==> config.mk <==
export PLATFORM = sky130hd
export DESIGN_NAME = match_scheduler
export DESIGN_NICKNAME = d
export VERILOG_FILES = /design/src/rtl/match_scheduler.sv
export SDC_FILE = /design/constraint.sdc
export NUM_CORES = 1
export LEC_CHECK = 0
export BUFFER_PORTS_ARGS = -buffer_cell sky130_fd_sc_hd__buf_2
export CAP_MARGIN = 20
export CORE_MARGIN = 2
export CORE_UTILIZATION = 50
export CTS_BUF_LIST = sky130_fd_sc_hd__clkbuf_16
export CTS_CLUSTER_SIZE = 14
export DETAILED_ROUTE_END_ITERATION = 7
export GPL_TIMING_DRIVEN = 0
export PLACE_DENSITY = 0.71
export SYNTH_ARGS = -nofsm -noshare
export SYNTH_HDL_FRONTEND = slang
export SYNTH_SLANG_ARGS = --single-unit
==> constraint.sdc <==
create_clock -name clk -period 13.6 [get_ports clk]
set_input_delay 4.08 -clock clk [delete_from_list [all_inputs] [get_ports clk]]
set_output_delay 4.08 -clock clk [all_outputs]
set_load 0.05 [all_outputs]
==> src/rtl/match_scheduler.sv <==
`timescale 1ns/1ps
// match_scheduler
//
// Runs template matching over a fully buffered utterance. When `start` is
// accepted, every stored template is visited in turn. For each one the block
// sweeps both memories in lockstep and sums the absolute sample differences
// (SAD). The lowest SAD wins, and ties go to the lower template index. The
// winning index and score are published together with a threshold-qualified
// match flag.
//
// Ports
//   clk          system clock, rising edge
//   reset        synchronous, active-high
//   start        request a run (accepted only while idle)
//   thresh       acceptance threshold, captured when start is accepted
//   audio_addr   audio buffer read address
//   audio_data   audio buffer read data (1-cycle latency)
//   tmpl_idx     template select
//   tmpl_addr    template sample address
//   tmpl_data    template read data (1-cycle latency)
//   busy         high from the cycle after start is accepted through DONE
//   done         one-cycle pulse in the cycle the results update
//   best_idx     index of the lowest-SAD template
//   best_score   SAD of best_idx
//   match        best_score < captured thresh
module match_scheduler #(
  parameter int N_SAMPLES   = 1000,
  parameter int N_TEMPLATES = 4,
  parameter int SAMPLE_W    = 10,
  parameter int ACC_W       = 20,
  localparam int AW = (N_SAMPLES   > 1) ? $clog2(N_SAMPLES)   : 1,
  localparam int IW = (N_TEMPLATES > 1) ? $clog2(N_TEMPLATES) : 1
) (
  input  logic                clk,
  input  logic                reset,
  input  logic                start,
  input  logic [ACC_W-1:0]    thresh,
  output logic [AW-1:0]       audio_addr,
  input  logic [SAMPLE_W-1:0] audio_data,
  output logic [IW-1:0]       tmpl_idx,
  output logic [AW-1:0]       tmpl_addr,
  input  logic [SAMPLE_W-1:0] tmpl_data,
  output logic                busy,
  output logic                done,
  output logic [IW-1:0]       best_idx,
  output logic [ACC_W-1:0]    best_score,
  output logic                match
);

  typedef enum logic [2:0] {
    S_IDLE, S_CLR, S_RUN, S_DRAIN, S_CMP, S_DONE
  } state_t;

  localparam logic [AW-1:0] LAST_ADDR = AW'(N_SAMPLES - 1);
  localparam logic [IW-1:0] LAST_TMPL = IW'(N_TEMPLATES - 1);

  state_t               state;
  logic [AW-1:0]        addr;        // shared by both memories (lockstep)
  logic                 valid;       // read data on the buses belongs to this run
  logic [ACC_W-1:0]     acc;
  logic [ACC_W-1:0]     thresh_q;
  logic [ACC_W-1:0]     work_score;
  logic [IW-1:0]        work_idx;

  logic [SAMPLE_W-1:0]  diff;
  logic                 better;
  logic [ACC_W-1:0]     next_score;
  logic [IW-1:0]        next_idx;

  assign audio_addr = addr;
  assign tmpl_addr  = addr;

  // NOTE: each always_comb output gets a value on every path (here via the
  // ternaries), so no latch can be inferred.
  always_comb begin
    diff       = (audio_data > tmpl_data) ? (audio_data - tmpl_data)
                                          : (tmpl_data - audio_data);
    // Strict compare: on a tie the earlier (lower-index) template is kept.
    better     = (acc < work_score);
    next_score = better ? acc      : work_score;
    next_idx   = better ? tmpl_idx : work_idx;
  end

  // NOTE: all state is updated with non-blocking assignments so that each
  // branch reads the values from before this edge, whatever the statement order.
  always_ff @(posedge clk) begin
    if (reset) begin
      state      <= S_IDLE;
      addr       <= '0;
      valid      <= 1'b0;
      acc        <= '0;
      thresh_q   <= '0;
      work_score <= '1;
      work_idx   <= '0;
      tmpl_idx   <= '0;
      busy       <= 1'b0;
      done       <= 1'b0;
      best_idx   <= '0;
      best_score <= '1;
      match      <= 1'b0;
    end else begin
      done  <= 1'b0;
      // Data for an address issued in RUN arrives one cycle later. That can
      // be during RUN itself or in DRAIN for the final address.
      valid <= (state == S_RUN);
      if (valid) acc <= acc + ACC_W'(diff);

      unique case (state)
        S_IDLE: begin
          if (start) begin
            thresh_q   <= thresh;
            tmpl_idx   <= '0;
            work_score <= '1;
            work_idx   <= '0;
            addr       <= '0;
            busy       <= 1'b1;
            state      <= S_CLR;
          end
        end

        S_CLR: begin
          acc   <= '0;
          addr  <= '0;
          state <= S_RUN;
        end

        S_RUN: begin
          // The address holds at the last sample instead of wrapping.
          if (addr == LAST_ADDR) state <= S_DRAIN;
          else                   addr  <= addr + 1'b1;
        end

        S_DRAIN: state <= S_CMP;

        S_CMP: begin
          work_score <= next_score;
          work_idx   <= next_idx;
          if (tmpl_idx == LAST_TMPL) begin
            // The results are published on entry to DONE. They are then
            // visible in the same cycle that done is high.
            best_score <= next_score;
            best_idx   <= next_idx;
            match      <= (next_score < thresh_q);
            done       <= 1'b1;
            state      <= S_DONE;
          end else begin
            tmpl_idx <= tmpl_idx + 1'b1;
            addr     <= '0;
            state    <= S_CLR;
          end
        end

        S_DONE: begin
          busy  <= 1'b0;
          state <= S_IDLE;
        end

        default: state <= S_IDLE;
      endcase
    end
  end

endmodule

==> results.toml <==
[run_status]
outcome = "finished, final reports clean"

[cells_and_area]
layout.nets = 986
finalNonFillerCells = 1051
regArea_um2 = 2062
layout-drive-gt1-share_pct = 19.54
final_common_cell = "dfxtp_1"
multi_input_area_um2 = 4123
fill_cells = 1215
num_antenna_cells = 0
area_delta_synth_final_pct = 15.02
mostFrequentLayoutCells = "dfxtp_1, buf_2, a21oi_1"

[route]
wl_per_cell_um = 13.84
dr.first_iter.drc_count = 250
ant_nets = 0
vias_per_cell = 5.273
vias = 5542
routed_wl_um = 14540
drcViolationCount = 0
firstDrtPassIters = 4

[clocking]
worstSkewPairLatency_ns = 0.35
clk_pin_slew_ns = 0.07
root_buffer = "clkbuf_16"
clock_path_buffers = 2
post-cts-setup-buffers = 0
cts_resized = 0
cts.sinks = 103
cts_tree = "done"
cts_htree_levels = 3
numCtsBuffers = 9
ctsHoldBuffers = 0

[sta]
setup_tns_ns = 0
slew_viol_final = 0
tightest_slew_ns = 0.7919
fmax_mhz = 123.5
rsz0062_at_grt = "false"
clock_skew_ns = 0.009040
min_period_ns = 8.097
finalHoldViolations = 0
finalSetupViolCount = 0
period_share_pct = 59.54
slew_headroom_pct = 47.21

[critical_path]
crit_start = "audio_data[0]"
path_class = "primary input to flip-flop"
end_kind = "flip-flop"
start_kind = "primary input"
worstPathMaxFanout = 10
required_ns = 13.83
r2r_start = "acc[17]$_SDFFE_PP0P_"
arrival_ns = 8.33

[logic_synthesis]
synth_top_family_by_area = "simple AND/OR/NAND/NOR gates"
synth_warnings = 0
synth-edff-count = 0
ys_seq_area_share_pct = 30.86
synth_nets = 886
netlist_area_um2 = 6683
synthMuxAreaShare_pct = 9.549
synth-seq-cells = 103
synth-adder-area-share_pct = 14.00
synth_xor_area_share_pct = 3.670
avgSynthCellArea_um2 = 8.679
synthSimpleGateAreaFrac_pct = 19.62
synth_compound_area_share_pct = 14.85
synth_cell_types = 63
synth_cells = 770
ys.flop_type = "dfxtp_1"
ys_async_sr_fraction_pct = 0

[floorplan]
die_w_um = 119.6
initial_utilization_pct = 50.87
dieArea_um2 = 14310
die_h_um = 119.6
io_pins = 90
core.rowCount = 42
coreArea_um2 = 13140

[run]
drv_cap = 0

[global_route]
antenna_found_initial = 0
first_global_vias = 5092
grt-ovfl-total = 0
grt_use_total_pct = 20.91
grt_start_max_net_pins = 17
grt_pass1_wl_um = 24420

[worst_hold_path]
min_from = "thresh_q[1]$_SDFFE_PP0P_"
min_path_type = "flip-flop to flip-flop"

[place]
placed_cells = 1035
port_buffers = 89
place.gp.congestion = 0.8912
hpwl_um = 11330

[pwr]
powerDensity_nw_per_um2 = 112.5
ir_worst_vdd_uv = 68.28
power_leakage_nw = 3.680
[worst paths after layout]
| check | end | slack, ns | depth (start not counted) |
|---|---|---|---|
| max | acc[13]$_SDFFE_PP0P_ | 5.50 | 20 |
| min | thresh_q[1]$_SDFFE_PP0P_ | 0.46 | 2 |
| max reg2reg | match$_SDFFE_PP0P_ | 9.13 | 15 |
| min reg2reg | thresh_q[1]$_SDFFE_PP0P_ | 0.46 | 2 |
[cells in the mapped netlist, drive strengths merged (7+ instances only)]
master  instances  share of area [%]
a211oi          9                1.3
a21o           22                2.5
a21oi          81                6.1
and3            7               0.66
buf            23                2.6
clkbuf         22                1.2
dfxtp         103                 31
ha             70                 13
inv            65                3.7
mux2           21                4.2
mux2i          36                5.4
nand2          64                3.7
nand2b         27                2.5
nand3          11               0.90
nand4          11                1.0
nor2           44                2.5
nor2b           9               0.84
nor3           43                4.7
o21ai          19                1.5
or3             9               0.84
xnor2          17                2.2
xor2           11                1.4
[routing by layer]
metal / track usage (%) / routed length [um]
met1: 29.16 / 7212
met2: 33.79 / 6660
met3: 3.470 / 456
met4: 5.147 / 213
met5: 0 / 0
[state kept, by name, indices dropped and copies added (netlist names)]
name / flops
done: 1
busy: 1
work_score: 20
valid: 1
best_idx: 2
best_score: 20
acc: 20
tmpl_idx: 2
work_idx: 2
thresh_q: 20
audio_addr: 10
state: 3
match: 1
[through the flow]
| stage | power, mW | utilization, % | area, um2 | hold slack (ns) | worst slack (ns) |
|---|---|---|---|---|---|
| detailed placement | 0.5745 | 55.93 | 7348 | 0.4501 | 5.129 |
| finish | 0.8645 | 58.50 | 7686 | 0.4563 | 5.503 |
| floorplan | 0.5207 | - | 6683 | 0.4363 | 5.658 |
| global route | 0.9121 | 58.50 | 7686 | 0.4681 | 5.150 |
| global placement | 0.5710 | 55.93 | 7348 | 0.4446 | 5.166 |
| CTS | 0.8677 | 58.50 | 7686 | 0.4590 | 5.475 |
[area by class of cell]
class | count | share of cell area (%)
inverters | 65 | 3.174
plain buffers | 45 | 3.305
flip-flops and latches | 103 | 26.83
clock buffers | 9 | 2.930
multi-input cells | 557 | 53.64
well taps | 176 | 2.865
clock inverters | 7 | 1.465
repair buffers | 89 | 5.795
[where the power goes]
part	total (mW)	switching, mW	internal, mW	leakage (nW)
Sequential	0.342	0.0180	0.324	0.837
Combinational	0.228	0.137	0.0906	2.67
Clock	0.295	0.116	0.179	0.171
[cells by family (layout without fill, tap and decap cells)]
logic type                 Yosys count  in the layout
AOI/OAI and AO/OA                  157            157
adders and majority gates           73             73
DFF                                103            103
and+or+nand+nor                    242            242
muxes                               57             57
xor gates and xnor gates            28             28
buffers and inverters              110            215
[critical path, stage by stage]
cell,delay (ns)
buf_2,0.10
inv_1,0.05
ha_1,0.13
inv_1,0.06
fa_1,0.39
nand3_1,0.09
nand2_1,0.10
a221o_1,0.38
a31oi_4,0.30
buf_4,0.26
mux2_2,0.38
ha_1,0.28
a21o_1,0.16
a21o_1,0.20
a21o_1,0.21
a2111o_1,0.48
a31oi_4,0.30
and3b_1,0.22
xnor2_1,0.12
nor2_1,0.05
No activity file was read; power rests on OpenSTA's default activity.
